### src/rtl/dequant_block_writer_pkg.sv
// Shared types, frame geometry and dequantisation shift tables for the pre-IDCT block writer.
package dequant_block_writer_pkg;

  typedef enum logic [1:0] {S_DQ_IDLE, S_DQ_ACTIVE, S_DQ_FLUSH} Dequant_state_type;
  typedef enum logic [1:0] {SegY, SegU, SegV} seg_e;

  localparam logic [17:0] PRE_IDCT_Y_BASE = 18'd76800;
  localparam logic [17:0] PRE_IDCT_U_BASE = 18'd153600;
  localparam logic [17:0] PRE_IDCT_V_BASE = 18'd192000;
  localparam logic [17:0] Y_STRIDE        = 18'd320;
  localparam logic [17:0] UV_STRIDE       = 18'd160;
  localparam int unsigned Y_BLOCK_COLS    = 40;
  localparam int unsigned UV_BLOCK_COLS   = 20;
  localparam int unsigned BLOCK_ROWS      = 30;

  // Shift per diagonal d = r + c, entry 0 in the least significant 3 bits.
  localparam logic [44:0] Q0_SHIFT = {3'd6, 3'd6, 3'd6, 3'd6, 3'd6, 3'd6, 3'd6, 3'd6,
                                      3'd6, 3'd5, 3'd5, 3'd4, 3'd3, 3'd2, 3'd3};
  localparam logic [44:0] Q1_SHIFT = {3'd5, 3'd5, 3'd5, 3'd5, 3'd5, 3'd5, 3'd5, 3'd4,
                                      3'd4, 3'd3, 3'd3, 3'd2, 3'd1, 3'd1, 3'd3};

  function automatic logic [2:0] dq_shift(input logic q_sel, input logic [3:0] diag);
    logic [44:0] tbl;
    tbl = q_sel ? Q1_SHIFT : Q0_SHIFT;
    return tbl[int'(diag) * 3 +: 3];
  endfunction

  function automatic logic [17:0] seg_base(input seg_e seg);
    case (seg)
      SegY:    return PRE_IDCT_Y_BASE;
      SegU:    return PRE_IDCT_U_BASE;
      default: return PRE_IDCT_V_BASE;
    endcase
  endfunction

  function automatic logic [17:0] seg_stride(input seg_e seg);
    return (seg == SegY) ? Y_STRIDE : UV_STRIDE;
  endfunction

  function automatic logic [5:0] seg_cols(input seg_e seg);
    return (seg == SegY) ? 6'(Y_BLOCK_COLS) : 6'(UV_BLOCK_COLS);
  endfunction

endpackage

### src/rtl/zigzag_lut.sv
// JPEG zigzag scan index to (row, col) position inside an 8x8 block.
module zigzag_lut (
  input  logic [5:0] idx_i,
  output logic [2:0] row_o,
  output logic [2:0] col_o
);

  // Row-major position {row, col} of each zigzag index.
  localparam logic [5:0] ZzPos [64] = '{
    6'd0,  6'd1,  6'd8,  6'd16, 6'd9,  6'd2,  6'd3,  6'd10,
    6'd17, 6'd24, 6'd32, 6'd25, 6'd18, 6'd11, 6'd4,  6'd5,
    6'd12, 6'd19, 6'd26, 6'd33, 6'd40, 6'd48, 6'd41, 6'd34,
    6'd27, 6'd20, 6'd13, 6'd6,  6'd7,  6'd14, 6'd21, 6'd28,
    6'd35, 6'd42, 6'd49, 6'd56, 6'd57, 6'd50, 6'd43, 6'd36,
    6'd29, 6'd22, 6'd15, 6'd23, 6'd30, 6'd37, 6'd44, 6'd51,
    6'd58, 6'd59, 6'd52, 6'd45, 6'd38, 6'd31, 6'd39, 6'd46,
    6'd53, 6'd60, 6'd61, 6'd54, 6'd47, 6'd55, 6'd62, 6'd63
  };

  assign {row_o, col_o} = ZzPos[idx_i];

endmodule

### src/rtl/dequant_block_writer.sv
// Dequantises a zigzag coefficient stream and writes it row-major into the pre-IDCT SRAM region.
module dequant_block_writer
  import dequant_block_writer_pkg::*;
#(
  parameter int unsigned BlockRows = BLOCK_ROWS
) (
  input  logic        clk_i,
  input  logic        rst_ni,
  input  logic        start_i,
  input  logic        q_sel_i,
  input  logic        in_valid_i,
  output logic        in_ready_o,
  input  logic [15:0] in_coeff_i,
  output logic [17:0] sram_address_o,
  output logic [15:0] sram_write_data_o,
  output logic        sram_we_n_o,
  output logic        stripe_done_o,
  output logic        done_o
);

  Dequant_state_type state_q, state_d;
  seg_e        seg_q, seg_d;
  logic [5:0]  zz_q, zz_d;
  logic [5:0]  bx_q, bx_d;
  logic [4:0]  by_q, by_d;
  logic [17:0] row_base_q, row_base_d;
  logic [17:0] col_base_q, col_base_d;
  logic        q_sel_q, q_sel_d;

  logic        s1_valid_q, s1_uv_q, s1_row_end_q, s1_final_q;
  logic [15:0] s1_coeff_q;
  logic [2:0]  s1_r_q, s1_c_q, s1_shift_q;
  logic [17:0] s1_base_q;

  logic [17:0] addr_q;
  logic [15:0] data_q;
  logic        we_n_q, s2_row_end_q, s2_final_q, stripe_q, done_q;

  logic [2:0]  zz_row, zz_col;
  logic [3:0]  diag;
  logic        xfer, blk_end, last_bx, last_by, row_end, frame_end;
  logic [17:0] r_wide, row_off, addr_d;
  logic signed [21:0] wide;
  logic [15:0] sat;

  zigzag_lut u_zigzag_lut (
    .idx_i (zz_q),
    .row_o (zz_row),
    .col_o (zz_col)
  );

  assign in_ready_o = (state_q == S_DQ_ACTIVE);
  assign xfer       = in_valid_i & in_ready_o;
  assign diag       = {1'b0, zz_row} + {1'b0, zz_col};
  assign blk_end    = (zz_q == 6'd63);
  assign last_bx    = (bx_q == seg_cols(seg_q) - 6'd1);
  assign last_by    = (by_q == 5'(BlockRows - 1));
  assign row_end    = blk_end & last_bx;
  assign frame_end  = row_end & last_by & (seg_q == SegV);

  always_comb begin
    state_d    = state_q;
    seg_d      = seg_q;
    zz_d       = zz_q;
    bx_d       = bx_q;
    by_d       = by_q;
    row_base_d = row_base_q;
    col_base_d = col_base_q;
    q_sel_d    = q_sel_q;
    unique case (state_q)
      S_DQ_IDLE: begin
        if (start_i) begin
          state_d    = S_DQ_ACTIVE;
          seg_d      = SegY;
          zz_d       = '0;
          bx_d       = '0;
          by_d       = '0;
          row_base_d = PRE_IDCT_Y_BASE;
          col_base_d = '0;
          q_sel_d    = q_sel_i;
        end
      end
      S_DQ_ACTIVE: begin
        if (xfer) begin
          zz_d = zz_q + 6'd1;
          if (blk_end) begin
            if (last_bx) begin
              bx_d       = '0;
              col_base_d = '0;
              if (last_by) begin
                by_d       = '0;
                seg_d      = (seg_q == SegY) ? SegU : SegV;
                row_base_d = seg_base(seg_d);
              end else begin
                by_d       = by_q + 5'd1;
                row_base_d = row_base_q + (seg_stride(seg_q) << 3);
              end
            end else begin
              bx_d       = bx_q + 6'd1;
              col_base_d = col_base_q + 18'd8;
            end
          end
          if (frame_end) state_d = S_DQ_FLUSH;
        end
      end
      S_DQ_FLUSH: state_d = S_DQ_IDLE;
      default:    state_d = S_DQ_IDLE;
    endcase
  end

  always_ff @(posedge clk_i or negedge rst_ni) begin
    if (!rst_ni) begin
      state_q    <= S_DQ_IDLE;
      seg_q      <= SegY;
      zz_q       <= '0;
      bx_q       <= '0;
      by_q       <= '0;
      row_base_q <= '0;
      col_base_q <= '0;
      q_sel_q    <= 1'b0;
    end else begin
      state_q    <= state_d;
      seg_q      <= seg_d;
      zz_q       <= zz_d;
      bx_q       <= bx_d;
      by_q       <= by_d;
      row_base_q <= row_base_d;
      col_base_q <= col_base_d;
      q_sel_q    <= q_sel_d;
    end
  end

  // Row offset r*320 or r*160 built from shifts.
  assign r_wide  = 18'(s1_r_q);
  assign row_off = s1_uv_q ? (r_wide << 7) + (r_wide << 5) : (r_wide << 8) + (r_wide << 6);
  assign addr_d  = s1_base_q + row_off + 18'(s1_c_q);

  assign wide = $signed({{6{s1_coeff_q[15]}}, s1_coeff_q}) <<< s1_shift_q;
  always_comb begin
    sat = wide[15:0];
    if (wide > 22'sd32767)       sat = 16'h7FFF;
    else if (wide < -22'sd32768) sat = 16'h8000;
  end

  always_ff @(posedge clk_i or negedge rst_ni) begin
    if (!rst_ni) begin
      s1_valid_q   <= 1'b0;
      s1_coeff_q   <= '0;
      s1_r_q       <= '0;
      s1_c_q       <= '0;
      s1_shift_q   <= '0;
      s1_base_q    <= '0;
      s1_uv_q      <= 1'b0;
      s1_row_end_q <= 1'b0;
      s1_final_q   <= 1'b0;
      addr_q       <= '0;
      data_q       <= '0;
      we_n_q       <= 1'b1;
      s2_row_end_q <= 1'b0;
      s2_final_q   <= 1'b0;
      stripe_q     <= 1'b0;
      done_q       <= 1'b0;
    end else begin
      s1_valid_q <= xfer;
      if (xfer) begin
        s1_coeff_q   <= in_coeff_i;
        s1_r_q       <= zz_row;
        s1_c_q       <= zz_col;
        s1_shift_q   <= dq_shift(q_sel_q, diag);
        s1_base_q    <= row_base_q + col_base_q;
        s1_uv_q      <= (seg_q != SegY);
        s1_row_end_q <= row_end;
        s1_final_q   <= frame_end;
      end
      we_n_q <= ~s1_valid_q;
      if (s1_valid_q) begin
        addr_q <= addr_d;
        data_q <= sat;
      end
      s2_row_end_q <= s1_valid_q & s1_row_end_q;
      s2_final_q   <= s1_valid_q & s1_final_q;
      stripe_q     <= s2_row_end_q;
      done_q       <= s2_final_q;
    end
  end

  assign sram_address_o    = addr_q;
  assign sram_write_data_o = data_q;
  assign sram_we_n_o       = we_n_q;
  assign stripe_done_o     = stripe_q;
  assign done_o            = done_q;

endmodule

### config.mk
export PLATFORM = sky130hd
export DESIGN_NAME = dequant_block_writer
export DESIGN_NICKNAME = d
export VERILOG_FILES = /design/src/rtl/dequant_block_writer_pkg.sv /design/src/rtl/zigzag_lut.sv /design/src/rtl/dequant_block_writer.sv
export SDC_FILE = /design/constraint.sdc
export NUM_CORES = 1
export LEC_CHECK = 0
export ABC_AREA = 1
export CORE_UTILIZATION = 40
export DETAILED_ROUTE_END_ITERATION = 12
export PLACE_DENSITY = 0.6
export SYNTH_ARGS = -nofsm -noshare
export SYNTH_HDL_FRONTEND = slang
export SYNTH_HIERARCHICAL = 1
export SYNTH_SLANG_ARGS = --single-unit
### constraint.sdc
create_clock -name clk_i -period 8.45 [get_ports clk_i]
set_input_delay 1.69 -clock clk_i [delete_from_list [all_inputs] [get_ports clk_i]]
set_output_delay 1.69 -clock clk_i [all_outputs]
set_load 0.01 [all_outputs]
==> reports/metrics.yaml <==
cells_and_area:
  areaGrowthSynthToFinish_pct: 16.8
  layout_common_cells: "380 x nand2_1, 129 x dfrtp_1, 100 x inv_1, 98 x nand3_1, 82 x nor2_1"
  post_route_cells_drive_above_1_share: 0.0564
  nFillCells: 2101
  register_area_um2: 3250
  num-nets-final: 1268
  diodes: 0
  final_common_cell: "nand2_1"
  multi_input_area_um2: 4490
setup_path:
  crit_required_ns: 8.77
  cp_data_arrival_time_ns: 4.29
  worstSetupPathType: "input pin to register"
  worstSetupStartpoint: "in_valid_i"
  reg2reg_from: "zz_q[0]"
  critPathLaunchType: "input pin"
  crit_path_end_kind: "register"
  path_max_fanout: 55
worst_hold_path:
  hp-start: "s2_row_end_q"
  hold_path.class: "register to register"
placement:
  place_hpwl_um: 14000
  place_congestion: 0.849
  port_buffers: 58
timing:
  rsz0062_at_grt: "false"
  fmax_mhz: 252
  setup-violations-final: 0
  hold_violations: 0
  period_share: 0.470
  fin_tns_setup_ns: 0
  slew_headroom: 0.327
  drv_slew: 0
  finClkSkew_ns: 0.0109
  min_period_ns: 3.97
  fin_hold_ws_ns: 0.348
  worst_slew_pin_slew_ns: 1.01
clock_tree:
  cts_tree: "yes"
  cts.sinks: 130
  cts.hold.buffers_added: 0
  clock-root-buffer: "clkbuf_16"
  path_clk_slew_ns: 0.06
  postCtsSetupBuffers: 0
  cts-resized-gates: 0
  clk-insertion-delay-late_ns: 0.43
  htree_num_levels: 4
  cts_buffer_depth: 2
  cts_made_buffers: 17
power_and_ir_drop:
  p_per_area_nw_per_um2: 333
  power_w: 0.00324
  power.switching_w: 0.00137
  swShare: 0.421
  internal_power_w: 0.00187
  combPwrFrac: 0.469
  clock_power_share: 0.238
  power_frac_seq: 0.293
  p_leak_nw: 4.96
  max-vdd-ir-drop_v: 0.000185
route:
  vias_per_cell: 4.94
  drc_errors: 0
  drt_iter0_drc: 404
  drtPass1Iterations: 5
  via_count: 7297
  drtAntennaViolNets: 0
  wire_per_inst_um: 13.2
  wl_um: 19500
global_routing:
  grt-ovfl-total: 0
  grt_max_degree: 79
  grt.total_usage: 0.194
  antenna_found_initial: 0
  first_global_vias: 6941
  grt_pass1_wl_um: 33900
die:
  die_area_um2: 21400
  start_util: 0.410
  fp-row-count: 52
  die_h_um: 146
  dieWidth_um: 146
  io_pins: 59
  core-area_um2: 20300
yosys:
  synth_edf_count: 0
  async_reset_ff_frac: 1.00
  syn_area_um2: 8330
  ys_seq_elements: 130
  synthCells: 1144
  ys_warn_count: 6
  post_synth_num_cell_types: 52
  ys.flop_type: "dfrtp_1"
  synth_area_per_cell_um2: 7.28
  yosysSeqAreaShare: 0.391
run_status:
  outcome: "completed"
run:
  maxCapViolCount: 0
[final timing paths]
kind,end,slack (ns),cells past startpoint
worst max-delay path,row_base_q[13],4.48,10
worst min-delay path,stripe_done_o,0.35,0
worst max register to register,s1_shift_q[1],4.52,18
worst min register to register,stripe_done_o,0.35,0
max in group asynchronous,col_base_q[14],5.82,2
min in group asynchronous,s1_coeff_q[14],1.21,1
[through the flow]
| step | instances | utilization | instance area, µm² | setup WS (ns) |
|---|---|---|---|---|
| after floorplan | 1145 | - | 8340 | 5.22 |
| after global placement | 1444 | 0.449 | 9110 | 4.06 |
| after detailed placement | 1444 | 0.449 | 9110 | 4.00 |
| after global routing | 1476 | 0.479 | 9730 | 4.13 |
| final | 1476 | 0.479 | 9730 | 4.48 |
| after CTS | 1476 | 0.479 | 9730 | 4.44 |
[logic make-up (layout without fill, tap and decap cells)]
logic type	count (synthesis)	after routing	synth area share
buf+inv	143	204	0.0704
xor+xnor	19	19	0.0200
flops	130	130	0.391
fa+ha+maj	54	54	0.0829
other cells	1	2	0.000450
compound gates	174	174	0.115
simple gates	616	616	0.312
mux	7	7	0.00841
[power by group through the flow]
stage	clock network (W)	registers [W]	logic, W
floorplan	0	0.000906	0.00113
global placement	0	0.000955	0.00149
detailed placement	0	0.000958	0.00151
CTS	0.000787	0.000948	0.00153
global route	0.000813	0.000975	0.00176
finish	0.000772	0.000948	0.00152
[worst max-delay path, cell delays in order]
cell	delay, ns
clkdlybuf4s50_1	0.52
nand2_4	0.32
inv_4	0.45
a21oi_4	0.18
inv_4	0.23
nand2_8	0.14
inv_2	0.32
o21ai_0	0.23
nor2_1	0.14
nor2_1	0.05
[layout make-up]
cell class,instances,share of cell area
Multi-Input combinational cell,872,0.462
Sequential cell,130,0.334
Timing Repair Buffer,61,0.0621
Clock buffer,24,0.0505
Inverter,111,0.0433
Tap cell,270,0.0347
Clock inverter,8,0.0130
[Yosys cell counts, types with 4 or more instances]
library cell | instances | area, µm²
o21ai_0 | 81 | 405
xor2_1 | 10 | 87.6
or2_2 | 10 | 62.6
o22ai_1 | 5 | 31.3
dfrtp_1 | 129 | 3230
ha_1 | 52 | 651
nand3_1 | 98 | 490
buf_4 | 4 | 30.0
a21oi_2 | 4 | 35.0
clkbuf_1 | 16 | 60.1
inv_1 | 100 | 375
a31oi_1 | 8 | 50.1
nor2_1 | 82 | 308
nand2_1 | 380 | 1430
xnor2_1 | 9 | 78.8
buf_2 | 6 | 30.0
inv_2 | 6 | 22.5
a21oi_1 | 53 | 265
nand4_1 | 10 | 62.6
nor3_1 | 20 | 100
o211ai_1 | 7 | 52.6
mux2i_1 | 7 | 70.1
[layer usage]
| metal | global-route usage | vias up | routed length [µm] |
|---|---|---|---|
| met1 | 0.274 | 3340 | 9990 |
| met3 | 0.0381 | 16 | 567 |
| met5 | 0 | - | 0 |
| met4 | 0.0490 | 0 | 201 |
| met2 | 0.304 | 106 | 8780 |
| li1 | - | 3835 | - |
[registers in the layout, summed over array words and instances (netlist names), 3 cells and up]
name	count
s1_r_q	3
zz_q	6
s1_shift_q	3
s1_base_q	15
s1_coeff_q	16
s1_c_q	3
sram_write_data_o	16
by_q	5
row_base_q	10
bx_q	6
col_base_q	15
sram_address_o	18
Note: power is estimated with default switching activity, not from simulation.
